File: config.mk
export PLATFORM = sky130hd
export DESIGN_NAME = pipeline_hazard_ctrl_flat
export DESIGN_NICKNAME = d
export VERILOG_FILES = /design/src/rtl/pipeline_hazard_ctrl_if.sv /design/src/rtl/pipeline_hazard_ctrl.sv /design/src/flat_wrapper.sv
export SDC_FILE = /design/constraint.sdc
export NUM_CORES = 1
export LEC_CHECK = 0
export CAP_MARGIN = 20
export CORE_MARGIN = 2
export CORE_UTILIZATION = 40
export CTS_CLUSTER_SIZE = 20
export DETAILED_ROUTE_END_ITERATION = 16
export PLACE_DENSITY = 0.7
export SLEW_MARGIN = 20
export SYNTH_ARGS = -nofsm -noshare
export SYNTH_HDL_FRONTEND = slang
export SYNTH_SLANG_ARGS = --single-unit
export TNS_END_PERCENT = 5
File: constraint.sdc
create_clock -name clk_i -period 2.55 [get_ports clk_i]
set_clock_uncertainty 0.2 [all_clocks]
set_input_delay 0.6375 -clock clk_i [delete_from_list [all_inputs] [get_ports clk_i]]
set_output_delay 0.6375 -clock clk_i [all_outputs]
set_load 0.005 [all_outputs]
File: src/rtl/pipeline_hazard_ctrl_if.sv
// Hazard-control bundle between the pipeline datapath and the sequencer.
// master drives the hazard inputs; slave is the sequencer, which drives the stage enables and status.
interface pipeline_hazard_ctrl_if #(
  parameter int CNT_W = 32
);
  logic             start_i;
  logic [4:0]       IFID_RS1_Addr_i;
  logic [4:0]       IFID_RS2_Addr_i;
  logic [4:0]       IDEX_Rd_Addr_i;
  logic             IDEX_MemRead_i;
  logic             Branch_Taken_i;
  logic             Mem_Req_i;
  logic             Mem_Ready_i;
  logic             PCWrite_o;
  logic             IFID_Write_o;
  logic             IFID_Flush_o;
  logic             IDEX_Write_o;
  logic             IDEX_Bubble_o;
  logic             EXMEM_Write_o;
  logic             MEMWB_Write_o;
  logic [1:0]       State_o;
  logic             Err_o;
  logic [CNT_W-1:0] StallCount_o;
  logic [CNT_W-1:0] FlushCount_o;

  modport master (
    output start_i, IFID_RS1_Addr_i, IFID_RS2_Addr_i, IDEX_Rd_Addr_i,
           IDEX_MemRead_i, Branch_Taken_i, Mem_Req_i, Mem_Ready_i,
    input  PCWrite_o, IFID_Write_o, IFID_Flush_o, IDEX_Write_o, IDEX_Bubble_o,
           EXMEM_Write_o, MEMWB_Write_o, State_o, Err_o, StallCount_o, FlushCount_o
  );

  modport slave (
    input  start_i, IFID_RS1_Addr_i, IFID_RS2_Addr_i, IDEX_Rd_Addr_i,
           IDEX_MemRead_i, Branch_Taken_i, Mem_Req_i, Mem_Ready_i,
    output PCWrite_o, IFID_Write_o, IFID_Flush_o, IDEX_Write_o, IDEX_Bubble_o,
           EXMEM_Write_o, MEMWB_Write_o, State_o, Err_o, StallCount_o, FlushCount_o
  );
endinterface

File: src/rtl/pipeline_hazard_ctrl.sv
// 5-stage pipeline sequencer: per-register write enables for load-use stalls, branch flushes
// and memory-wait freezes, with a memory-timeout halt and saturating stall/flush counters.
module pipeline_hazard_ctrl #(
  parameter int MEM_TIMEOUT = 16,
  parameter int CNT_W       = 32
) (
  input  logic                  clk_i,
  input  logic                  rst_i,
  pipeline_hazard_ctrl_if.slave hz
);
  typedef enum logic [1:0] {IDLE = 2'b00, RUN = 2'b01, MEM_WAIT = 2'b10, HALT = 2'b11} state_t;

  localparam int                WAIT_W    = $clog2(MEM_TIMEOUT + 1);
  localparam logic [WAIT_W-1:0] WAIT_LAST = WAIT_W'(MEM_TIMEOUT - 1);

  state_t             state_q, state_d;
  logic [WAIT_W-1:0]  wait_q;
  logic               err_q;
  logic [CNT_W-1:0]   stall_q, flush_q;
  logic               load_use, mem_busy, stall_inc;
  logic               pc_w, ifid_w, ifid_f, idex_w, idex_b, exmem_w, memwb_w;

  assign load_use = hz.IDEX_MemRead_i && (hz.IDEX_Rd_Addr_i != 5'd0) &&
                    ((hz.IDEX_Rd_Addr_i == hz.IFID_RS1_Addr_i) ||
                     (hz.IDEX_Rd_Addr_i == hz.IFID_RS2_Addr_i));
  assign mem_busy = hz.Mem_Req_i && !hz.Mem_Ready_i;

  always_comb begin
    state_d   = state_q;
    pc_w      = 1'b0;
    ifid_w    = 1'b0;
    ifid_f    = 1'b0;
    idex_w    = 1'b0;
    idex_b    = 1'b0;
    exmem_w   = 1'b0;
    memwb_w   = 1'b0;
    stall_inc = 1'b0;
    case (state_q)
      IDLE: if (hz.start_i) state_d = RUN;
      RUN: begin
        if (!hz.start_i)  state_d = IDLE;
        else if (mem_busy) state_d = MEM_WAIT;
        // Freeze beats load-use, which beats the branch flush.
        if (mem_busy) begin
          stall_inc = 1'b1;
        end else if (load_use) begin
          idex_w    = 1'b1;
          idex_b    = 1'b1;
          exmem_w   = 1'b1;
          memwb_w   = 1'b1;
          stall_inc = 1'b1;
        end else begin
          pc_w    = 1'b1;
          ifid_w  = 1'b1;
          idex_w  = 1'b1;
          exmem_w = 1'b1;
          memwb_w = 1'b1;
          ifid_f  = hz.Branch_Taken_i;
        end
      end
      MEM_WAIT: begin
        stall_inc = 1'b1;
        if (hz.Mem_Ready_i)          state_d = RUN;
        else if (wait_q == WAIT_LAST) state_d = HALT;
      end
      HALT:    state_d = HALT;
      default: state_d = IDLE;
    endcase
  end

  always_ff @(posedge clk_i or negedge rst_i) begin
    if (!rst_i) begin
      state_q <= IDLE;
      wait_q  <= '0;
      err_q   <= 1'b0;
      stall_q <= '0;
      flush_q <= '0;
    end else begin
      state_q <= state_d;
      if (state_q != MEM_WAIT && state_d == MEM_WAIT) wait_q <= '0;
      else if (state_q == MEM_WAIT)                    wait_q <= wait_q + 1'b1;
      if (state_q == MEM_WAIT && state_d == HALT) err_q <= 1'b1;
      if (stall_inc && stall_q != '1) stall_q <= stall_q + 1'b1;
      if (ifid_f && flush_q != '1)    flush_q <= flush_q + 1'b1;
    end
  end

  assign hz.PCWrite_o     = pc_w;
  assign hz.IFID_Write_o  = ifid_w;
  assign hz.IFID_Flush_o  = ifid_f;
  assign hz.IDEX_Write_o  = idex_w;
  assign hz.IDEX_Bubble_o = idex_b;
  assign hz.EXMEM_Write_o = exmem_w;
  assign hz.MEMWB_Write_o = memwb_w;
  assign hz.State_o       = state_q;
  assign hz.Err_o         = err_q;
  assign hz.StallCount_o  = stall_q;
  assign hz.FlushCount_o  = flush_q;
endmodule

File: src/flat_wrapper.sv
// flat-port wrapper written by rule: the top's interface ports become plain ports
module pipeline_hazard_ctrl_flat 
#(
  parameter int MEM_TIMEOUT = 16,
  parameter int CNT_W       = 32
)
  (clk_i, rst_i, hz_start_i, hz_IFID_RS1_Addr_i, hz_IFID_RS2_Addr_i, hz_IDEX_Rd_Addr_i, hz_IDEX_MemRead_i, hz_Branch_Taken_i, hz_Mem_Req_i, hz_Mem_Ready_i, hz_PCWrite_o, hz_IFID_Write_o, hz_IFID_Flush_o, hz_IDEX_Write_o, hz_IDEX_Bubble_o, hz_EXMEM_Write_o, hz_MEMWB_Write_o, hz_State_o, hz_Err_o, hz_StallCount_o, hz_FlushCount_o);
  pipeline_hazard_ctrl_if #(.CNT_W(CNT_W)) hz_i ();
  input  logic clk_i;
  input  logic rst_i;
  input wire logic [$bits(hz_i.start_i)-1:0] hz_start_i;
  input wire logic [$bits(hz_i.IFID_RS1_Addr_i)-1:0] hz_IFID_RS1_Addr_i;
  input wire logic [$bits(hz_i.IFID_RS2_Addr_i)-1:0] hz_IFID_RS2_Addr_i;
  input wire logic [$bits(hz_i.IDEX_Rd_Addr_i)-1:0] hz_IDEX_Rd_Addr_i;
  input wire logic [$bits(hz_i.IDEX_MemRead_i)-1:0] hz_IDEX_MemRead_i;
  input wire logic [$bits(hz_i.Branch_Taken_i)-1:0] hz_Branch_Taken_i;
  input wire logic [$bits(hz_i.Mem_Req_i)-1:0] hz_Mem_Req_i;
  input wire logic [$bits(hz_i.Mem_Ready_i)-1:0] hz_Mem_Ready_i;
  output wire logic [$bits(hz_i.PCWrite_o)-1:0] hz_PCWrite_o;
  output wire logic [$bits(hz_i.IFID_Write_o)-1:0] hz_IFID_Write_o;
  output wire logic [$bits(hz_i.IFID_Flush_o)-1:0] hz_IFID_Flush_o;
  output wire logic [$bits(hz_i.IDEX_Write_o)-1:0] hz_IDEX_Write_o;
  output wire logic [$bits(hz_i.IDEX_Bubble_o)-1:0] hz_IDEX_Bubble_o;
  output wire logic [$bits(hz_i.EXMEM_Write_o)-1:0] hz_EXMEM_Write_o;
  output wire logic [$bits(hz_i.MEMWB_Write_o)-1:0] hz_MEMWB_Write_o;
  output wire logic [$bits(hz_i.State_o)-1:0] hz_State_o;
  output wire logic [$bits(hz_i.Err_o)-1:0] hz_Err_o;
  output wire logic [$bits(hz_i.StallCount_o)-1:0] hz_StallCount_o;
  output wire logic [$bits(hz_i.FlushCount_o)-1:0] hz_FlushCount_o;
  assign hz_i.start_i = hz_start_i;
  assign hz_i.IFID_RS1_Addr_i = hz_IFID_RS1_Addr_i;
  assign hz_i.IFID_RS2_Addr_i = hz_IFID_RS2_Addr_i;
  assign hz_i.IDEX_Rd_Addr_i = hz_IDEX_Rd_Addr_i;
  assign hz_i.IDEX_MemRead_i = hz_IDEX_MemRead_i;
  assign hz_i.Branch_Taken_i = hz_Branch_Taken_i;
  assign hz_i.Mem_Req_i = hz_Mem_Req_i;
  assign hz_i.Mem_Ready_i = hz_Mem_Ready_i;
  assign hz_PCWrite_o = hz_i.PCWrite_o;
  assign hz_IFID_Write_o = hz_i.IFID_Write_o;
  assign hz_IFID_Flush_o = hz_i.IFID_Flush_o;
  assign hz_IDEX_Write_o = hz_i.IDEX_Write_o;
  assign hz_IDEX_Bubble_o = hz_i.IDEX_Bubble_o;
  assign hz_EXMEM_Write_o = hz_i.EXMEM_Write_o;
  assign hz_MEMWB_Write_o = hz_i.MEMWB_Write_o;
  assign hz_State_o = hz_i.State_o;
  assign hz_Err_o = hz_i.Err_o;
  assign hz_StallCount_o = hz_i.StallCount_o;
  assign hz_FlushCount_o = hz_i.FlushCount_o;
  pipeline_hazard_ctrl #(.MEM_TIMEOUT(MEM_TIMEOUT), .CNT_W(CNT_W)) u_core (.clk_i(clk_i), .rst_i(rst_i), .hz(hz_i));
endmodule
==> metrics.csv, run 1 <==
stage,metric,value,unit
place,Placer Congestion,0.890,
pwr,P_leak,2.40,nW
sta,max-slew violations,0,
logic_synthesis,number of synthesized flops with an enable pin,0,
status,run status,"complete, but fails checks",
place,placed instance count,622,
status,failing checks,negative setup slack,
pwr,maximum vdd drop,0.511,mV
pwr,Combinational Power Share,32.9,%
critical_path,Worst Reg-to-Reg Cells,10,
global_routing,initial antenna violation count,0,
sta,"Setup violations, final",4,
routing,Initial DRC Count,105,
clock_network,CTS Hold Bufs,0,
sta,Final Hold Fails,0,
cells_and_area,layout cells sized above 1,17.4,%
clock_network,CTS tree,done,
global_routing,pin count of the biggest net entering global routing,44,
worst_hold_path,HP Class,input pin to async pin,
global_routing,first-pass GRT wire length,15.8,mm
clock_network,clock sink count,72,
place,post-detail-place hpwl,7.01,mm
logic_synthesis,Mapped Area,3840,µm²
logic_synthesis,Post-Syn Area per Cell,10.2,µm²
critical_path,crit path kind,input pin to primary output,
critical_path,Worst Path Buf+Inv,3,
pwr,P per Cell Area,627,nW/µm²
critical_path,Critical Path Slowest Stage Cell,or4_4,
clock_network,H-tree depth,3,
sta,crit share post-route,110,%
global_routing,GR Overflow Total,0,
sta,relative slew slack,58.2,%
sta,RSZ-0062 raised after global routing,true,
routing,Vias,3336,
critical_path,Setup crit start kind,input pin,
cells_and_area,number of diodes,0,
job,Max-cap violations,0,
critical_path,Worst EP required,1710,ps
place,Place WS,-993,ps
sta,actual slew at the worst max-slew pin,627,ps
pwr,NetSw,1.12,mW
sta,post-layout min period,2800,ps
critical_path,CP max FO,3,
pwr,Switching Fraction,32.5,%
logic_synthesis,synth top area cells,"dfrtp_1 47%, xnor2_1 13%, nand4_1 5.5%, nand3_1 3.6%, xor2_1 3.2%",
logic_synthesis,Syn. warnings,0,
critical_path,CP dominant cell by count,buf_6,
pwr,Flop pwr share,40.2,%
cells_and_area,nets@finish,541,
critical_path,Crit Reg-Reg Endpoint,u_core.wait_q[3],
die,I/O pin count,96,
die,Core ar.,9280,µm²
die,die width,102,µm
die,Std-Cell Rows,35,
global_routing,GRT Util Overall,19.0,%
logic_synthesis,top cell type's share of synthesized area,46.9,%
critical_path,max incr delay on CP,540,ps
routing,WL per Instance,15.0,µm
logic_synthesis,synthesized flop and latch total,72,
routing,Routed Wire Length,9.70,mm
logic_synthesis,post-synth net total,407,
critical_path,endpoint arrival time on the critical path,1970,ps
critical_path,Crit path depth,7,
critical_path,critical path's top delay family,simple AND/OR/NAND/NOR gates,
critical_path,end of the critical path,hz_IFID_Flush_o,
die,Die Area,10400,µm²
critical_path,crit path cell chain,buf_8 -> or4_4 -> o21a_4 -> a21oi_4 -> buf_6 -> and2_4 -> buf_6,
cells_and_area,Syn-to-layout area delta,42.9,%
routing,DRC,0,
logic_synthesis,Post-synth top flop,dfrtp_1,
pwr,Clock Power Share,26.9,%
routing,post-route ant nets,0,
routing,post-DR vias/cell,5.17,
clock_network,deepest clock path buffer count,2,
die,Starting Density,41.4,%
die,Die Y,102,µm
logic_synthesis,cell taking the most area after synthesis,dfrtp_1,
critical_path,RR Startpoint,u_core.wait_q[0],
global_routing,vias in the first global route,3296,
sta,fin worst setup slack,-254,ps
critical_path,crit path launch,hz_IDEX_Rd_Addr_i[3],
place,Port Buffer Count,95,
clock_network,clk slew on worst S/H paths,80,ps
cells_and_area,Layout Cells excl Fill,645,
critical_path,crit end category,primary output,
pwr,P_int,2.32,mW
clock_network,Skew-Pair Late Insertion Delay,340,ps
logic_synthesis,Yosys cell types,42,
clock_network,CTS buffer count,9,
logic_synthesis,register area share after synthesis,46.9,%
routing,first drt pass iteration count,4,
critical_path,reg2reg setup slack,70,ps
logic_synthesis,cell count after synthesis,377,
clock_network,Clock Root Buffer,clkbuf_8,
sta,fmax,357,MHz
logic_synthesis,asr flop ratio synth,100,%
pwr,Tot Pwr,3.44,mW
[how the worst min path moves through the flow]
| stage | depth (start not counted) | startpoint | to |
|---|---|---|---|
| 2_1_floorplan | 0 | rst_i | u_core.hz.Err_o |
| 3_3_place_gp | 2 | u_core.wait_q[4] | u_core.wait_q[4] |
| 3_5_place_dp | 2 | u_core.wait_q[4] | u_core.wait_q[4] |
| 4_1_cts | 1 | rst_i | u_core.hz.FlushCount_o[9] |
| 5_1_grt | 1 | rst_i | u_core.hz.FlushCount_o[9] |
| 6_report | 1 | rst_i | u_core.hz.FlushCount_o[7] |
[layout make-up]
cell class,instances,area [µm²]
Clock buffer,9,124
Clock inverter,7,80.1
Timing Repair Buffer,135,1260
Tap cell,129,161
Multi-Input combinational cell,282,2020
Fill cell,812,3790
Sequential cell,72,1800
Inverter,11,41.3
[metrics by stage]
stage / cell area [µm²] / util, % / hold WS (ps) / setup TNS (ps)
floorplan: 3860 / - / 142 / -294
global placement: 5160 / 55.6 / 260 / -32550
detailed placement: 5160 / 55.6 / 268 / -34190
CTS: 5400 / 58.1 / 117 / -864
global route: 5490 / 59.2 / 140 / -1210
finish: 5490 / 59.2 / 105 / -749
[metal layers]
metal,vias to the layer above,track usage (%),share of wire [%]
met5,-,0,0
met4,0,7.08,1.1
met3,8,2.94,4.1
met2,81,29.4,46
met1,1625,27.2,49
li1,1622,-,-
[power groups by stage]
stage               logic (mW)  clock network [mW]  registers [mW]
floorplan                0.553                   0            1.40
global placement          1.03                   0            1.40
detailed placement        1.06                   0            1.41
CTS                       1.09               0.958            1.39
global route              1.26                1.01            1.41
finish                    1.13               0.927            1.38
[cell usage after synthesis (2+ instances only)]
master	number
nor2b_1	2
xnor2_1	58
clkbuf_1	6
and2_1	5
inv_1	11
xor2_1	14
ha_1	8
buf_4	5
nor4_1	3
a21oi_1	6
a31o_2	3
nor3_1	12
o21a_1	2
and3_1	19
nor2_1	15
nand4_1	34
nand3_1	28
and4_1	12
nor4b_1	2
o21ai_0	7
dfrtp_1	72
and3b_1	2
nand2_1	31
o22ai_1	2
[timing repair]
action	CTS	global route
setup endpoints to repair	67	13
pin swaps	18	10
buffers inserted	4	3
resized for setup	55	15
[cell families (layout without fill, tap and decap cells)]
| kind of cell | after synthesis | in the layout | share of synthesized area [%] |
|---|---|---|---|
| adder cells (fa/ha/maj) | 8 | 8 | 2.60 |
| multiplexers | 1 | 1 | 0.293 |
| XOR/XNOR | 72 | 72 | 16.4 |
| flip-flops | 72 | 72 | 46.9 |
| buffers and inverters | 23 | 162 | 2.93 |
| AO/OA/AOI/OAI | 30 | 30 | 5.73 |
| AND/OR/NAND/NOR | 171 | 171 | 25.2 |
[layout by cell type (no fill, tap or decap), types with 3 or more instances in the layout]
cell	n
ha_1	8
nor4_2	3
dfrtp_1	72
and4_1	12
clkbuf_8	9
nand3_1	27
nand2_1	30
nand4_1	34
nor3_1	10
buf_2	4
xnor2_1	57
nor2_1	15
a21oi_1	6
buf_6	5
buf_4	36
clkdlybuf4s50_1	72
inv_1	10
and3_1	19
xor2_1	14
a31o_2	3
o21ai_0	5
dlygate4sd2_1	12
and2_1	4
[flip-flops by register name, summed over array words and instances, names as in the netlist]
signal,cells
u_core.hz.FlushCount_o,32
u_core.hz.Err_o,1
u_core.hz.StallCount_o,32
u_core.wait_q,5
u_core.hz.State_o,2
No activity file was read; power rests on OpenSTA's default activity.
==> run 2, diff against run 1 <==
PLACE_DENSITY = 0.67   (was 0.7)
clock period = 2.8 ns   (was 2.55 ns; I/O delays follow)
==> metrics.csv, run 2 (synthesis results as in run 1) <==
stage,metric,value,unit
status,run status,"complete, but fails checks",
status,failing checks,negative setup slack,
die,Starting Density,41.4,%
sta,actual slew at the worst max-slew pin,640,ps
global_routing,GRT Util Overall,19.1,%
routing,post-DR vias/cell,5.24,
place,Place WS,-851,ps
critical_path,critical path's top delay family,simple AND/OR/NAND/NOR gates,
clock_network,CTS Hold Bufs,0,
clock_network,clock sink count,72,
critical_path,Crit Reg-Reg Endpoint,u_core.wait_q[2],
critical_path,RR Startpoint,u_core.wait_q[0],
job,Max-cap violations,0,
clock_network,Clock Root Buffer,clkbuf_8,
pwr,P per Cell Area,609,nW/µm²
cells_and_area,Syn-to-layout area delta,41.4,%
die,I/O pin count,96,
place,placed instance count,618,
critical_path,endpoint arrival time on the critical path,2010,ps
critical_path,Crit path depth,7,
routing,Routed Wire Length,9.66,mm
critical_path,CP dominant cell by count,buf_6,
pwr,maximum vdd drop,0.455,mV
die,die width,102,µm
routing,Vias,3331,
worst_hold_path,HP Class,input pin to async pin,
critical_path,max incr delay on CP,540,ps
sta,RSZ-0062 raised after global routing,true,
critical_path,crit end category,primary output,
clock_network,H-tree depth,3,
sta,fmax,344,MHz
sta,fin worst setup slack,-108,ps
clock_network,CTS buffer count,9,
global_routing,GR Overflow Total,0,
routing,post-route ant nets,0,
cells_and_area,number of diodes,0,
critical_path,Worst Reg-to-Reg Cells,9,
critical_path,Worst EP required,1900,ps
critical_path,reg2reg setup slack,230,ps
die,Std-Cell Rows,35,
place,Port Buffer Count,95,
critical_path,Critical Path Slowest Stage Cell,or4_4,
die,Die Y,102,µm
cells_and_area,layout cells sized above 1,14.8,%
global_routing,pin count of the biggest net entering global routing,47,
pwr,P_leak,2.37,nW
critical_path,crit path launch,hz_IDEX_Rd_Addr_i[4],
critical_path,CP max FO,3,
sta,Final Hold Fails,0,
sta,Fin Hold WS,177,ps
cells_and_area,nets@finish,533,
routing,first drt pass iteration count,4,
clock_network,CTS tree,done,
die,Die Area,10400,µm²
clock_network,clk slew on worst S/H paths,70,ps
clock_network,deepest clock path buffer count,2,
global_routing,vias in the first global route,3310,
clock_network,Skew-Pair Late Insertion Delay,350,ps
critical_path,crit path kind,input pin to primary output,
critical_path,Setup crit start kind,input pin,
routing,DRC,0,
sta,relative slew slack,56.8,%
critical_path,end of the critical path,hz_IFID_Write_o,
place,post-detail-place hpwl,7.04,mm
routing,Initial DRC Count,122,
sta,max-slew violations,0,
pwr,Tot Pwr,3.31,mW
place,Placer Congestion,0.828,
global_routing,initial antenna violation count,0,
global_routing,first-pass GRT wire length,15.8,mm
sta,crit share post-route,104,%
critical_path,crit path cell chain,buf_6 -> or4_4 -> o21a_4 -> a21oi_4 -> buf_6 -> buf_6 -> buf_6,
die,Core ar.,9280,µm²
cells_and_area,most frequent cells in the layout,"72 x clkdlybuf4s50_1, 72 x dfrtp_1, 57 x xnor2_1, 34 x nand4_1, 30 x nand2_1",
cells_and_area,Layout Cells excl Fill,636,
routing,WL per Instance,15.2,µm
sta,post-layout min period,2910,ps
sta,"Setup violations, final",3,
critical_path,Worst Path Buf+Inv,4,
[run 2: cell types whose count changed in the layout (fill, tap and decap cells not counted), sizes merged]
cell | previous run | this run
dlygate4sd2 | 12 | 13
dlymetal6s2s | 2 | 1
buf | 48 | 40
inv | 13 | 11
clkinv | 3 | 1
bufinv | 1 | 4
[run 2: worst register-to-register path: cells and delay by family, from the launching register on]
family	cells	cell delay, ps
DFF	1	410
and+or+nand+nor	2	460
adders and majority gates	2	430
AOI/OAI and AO/OA	5	990
[run 2: worst min path at each step]
stage | startpoint | end | slack, ps | cells past startpoint
floorplan | rst_i | u_core.hz.Err_o | 200 | 0
global placement | u_core.wait_q[4] | u_core.wait_q[4] | 260 | 2
detailed placement | u_core.hz.Err_o | u_core.hz.Err_o | 270 | 1
CTS | rst_i | u_core.hz.FlushCount_o[25] | 180 | 1
global route | rst_i | u_core.hz.FlushCount_o[25] | 220 | 1
finish | rst_i | u_core.hz.FlushCount_o[7] | 180 | 1
[run 2: cell type report]
type                            instances  area, µm²
Sequential cell                        72       1800
Tap cell                              129        161
Clock inverter                          6        133
Multi-Input combinational cell        282       1990
Timing Repair Buffer                  127       1180
Clock buffer                            9        124
Fill cell                             826       3850
Inverter                               11       41.3
[run 2: metrics by stage]
stage,area (µm²),TNS (ps),utilization (%)
3_5_place_dp,5130,-19360,55.3
4_1_cts,5410,-499,58.2
5_1_grt,5440,-385,58.5
3_3_place_gp,5130,-17030,55.3
6_report,5440,-239,58.5
2_1_floorplan,3860,-29.0,-
[run 2: what timing repair did]
action                                  CTS  global route
gates resized for setup                  53             5
pin swaps                                20             7
endpoints found under the setup margin    9             4
setup buffers                             3             0
[run 2: report_power, final]
part	switching (mW)	internal, mW	leakage (nW)	total [mW]
clock network	0.399	0.676	0.125	1.07
logic	0.452	0.511	1.26	0.963
registers	0.126	1.14	0.978	1.27
total	0.977	2.33	2.37	3.31
[run 2: routing by layer]
metal  global-route usage (%)  part of all wire (%)  wire length [µm]
met4                     7.79                   1.9               185
met5                        0                     0                 0
met2                     29.7                    46              4460
met1                     26.8                    47              4550
met3                     2.87                   4.8               468
==> run 3, diff against run 2 <==
SLEW_MARGIN = unset   (was 20)
clock period = 3.65 ns   (was 2.8 ns; I/O delays follow)
==> metrics.csv, run 3 (synthesis results as in run 1) <==
stage,metric,value,unit
critical_path,Worst EP required,2540,ps
sta,Fin Hold WS,283,ps
critical_path,Critical Path Slowest Stage Cell,or4_4,
die,Die Area,10400,µm²
place,Port Buffer Count,95,
sta,fmax,278,MHz
cells_and_area,number of diodes,0,
die,Die Y,102,µm
routing,first drt pass iteration count,4,
pwr,P per Cell Area,444,nW/µm²
die,Std-Cell Rows,35,
critical_path,CP max FO,3,
die,I/O pin count,96,
routing,post-DR vias/cell,5.26,
clock_network,CTS tree,done,
sta,max-slew violations,0,
cells_and_area,most frequent cells in the layout,"85 x clkdlybuf4s50_1, 72 x dfrtp_1, 58 x xnor2_1, 34 x nand4_1, 31 x nand2_1",
sta,post-layout min period,3600,ps
cells_and_area,FILL cells,831,
place,post-detail-place hpwl,7.03,mm
routing,post-route ant nets,0,
die,die width,102,µm
sta,crit share post-route,98.5,%
clock_network,CTS Hold Bufs,0,
critical_path,critical path's top delay family,simple AND/OR/NAND/NOR gates,
worst_hold_path,HP Class,register to register,
pwr,maximum vdd drop,0.290,mV
sta,fin worst setup slack,53.5,ps
sta,Final Hold Fails,0,
cells_and_area,"leading cell type in the layout, fill and taps excluded",clkdlybuf4s50_1,
die,Starting Density,41.4,%
routing,DRC,0,
cells_and_area,layout cells sized above 1,11.4,%
routing,Routed Wire Length,9.70,mm
clock_network,clk slew on worst S/H paths,80,ps
pwr,P_leak,2.27,nW
cells_and_area,Syn-to-layout area delta,37.4,%
sta,actual slew at the worst max-slew pin,662,ps
die,Core ar.,9280,µm²
global_routing,initial antenna violation count,0,
routing,Vias,3320,
critical_path,endpoint arrival time on the critical path,2480,ps
global_routing,pin count of the biggest net entering global routing,36,
critical_path,Worst Path Buf+Inv,4,
clock_network,deepest clock path buffer count,2,
critical_path,max incr delay on CP,540,ps
global_routing,GRT Util Overall,19.4,%
job,Max-cap violations,0,
clock_network,Skew-Pair Late Insertion Delay,350,ps
critical_path,crit path kind,input pin to primary output,
cells_and_area,total area of sequential cells,1800,µm²
clock_network,clock sink count,72,
clock_network,Clock Root Buffer,clkbuf_8,
global_routing,vias in the first global route,3199,
place,Place WS,-453,ps
global_routing,GR Overflow Total,0,
sta,"Setup violations, final",0,
cells_and_area,Multi-input gate area,1940,µm²
status,run status,"finished, final reports clean",
global_routing,first-pass GRT wire length,15.8,mm
clock_network,CTS buffer count,9,
sta,relative slew slack,55.2,%
critical_path,Setup crit start kind,input pin,
cells_and_area,nets@finish,527,
critical_path,crit end category,primary output,
routing,WL per Instance,15.4,µm
routing,Initial DRC Count,202,
place,Placer Congestion,0.807,
sta,RSZ-0062 raised after global routing,true,
critical_path,crit path cell chain,dlygate4sd2_1 -> or4_4 -> o21a_1 -> a21oi_2 -> buf_6 -> buf_4 -> and2_1 -> buf_2,
clock_network,H-tree depth,3,
-- run 3: routing by layer --
layer | wire (µm) | vias up | GRT usage (%)
met2 | 4390 | 90 | 29.5
met5 | 0 | - | 0
li1 | - | 1594 | -
met4 | 174 | 0 | 8.00
met1 | 4610 | 1623 | 27.3
met3 | 520 | 13 | 3.56
-- run 3: cell type report --
type,instances,share of cell area (%)
Multi-Input combinational cell,282,36.7
Sequential cell,72,34.1
Timing Repair Buffer,121,21.6
Tap cell,129,3.06
Clock buffer,11,2.68
Clock inverter,5,1.07
Inverter,11,0.782
-- run 3: where the power goes --
group          switching, mW  internal (mW)
Combinational          0.341          0.386
Sequential            0.0973          0.878
Clock                  0.308          0.334
-- run 3: worst paths after layout --
kind / slack, ps / end / start / cells after the start
min in group asynchronous: 290 / u_core.hz.StallCount_o[25] / rst_i / 1
setup reg to reg: 960 / u_core.hz.FlushCount_o[1] / u_core.hz.FlushCount_o[24] / 6
setup / recovery: 50 / hz_IFID_Flush_o / hz_IDEX_Rd_Addr_i[3] / 8
max in group asynchronous: 2330 / u_core.wait_q[3] / rst_i / 2
hold reg to reg: 280 / u_core.hz.Err_o / u_core.hz.Err_o / 1
hold / removal: 280 / u_core.hz.Err_o / u_core.hz.Err_o / 1
-- run 3: timing repair --
action,CTS,global route
endpoints found under the setup margin,4,3
resized for setup,14,3
buffers inserted,4,0
pin swaps,3,4
-- run 3: per-stage QoR --
stage          utilization [%]  total power, mW  instances  setup TNS (ps)  area, µm²
3_5_place_dp              54.5             1.69        611           -1420       5060
3_3_place_gp              54.5             1.67        611           -1410       5060
5_1_grt                   56.9             2.49        631           -22.0       5280
4_1_cts                   56.9             2.36        631               0       5280
6_report                  56.9             2.34        631               0       5280
2_1_floorplan                -             1.35        377               0       3840
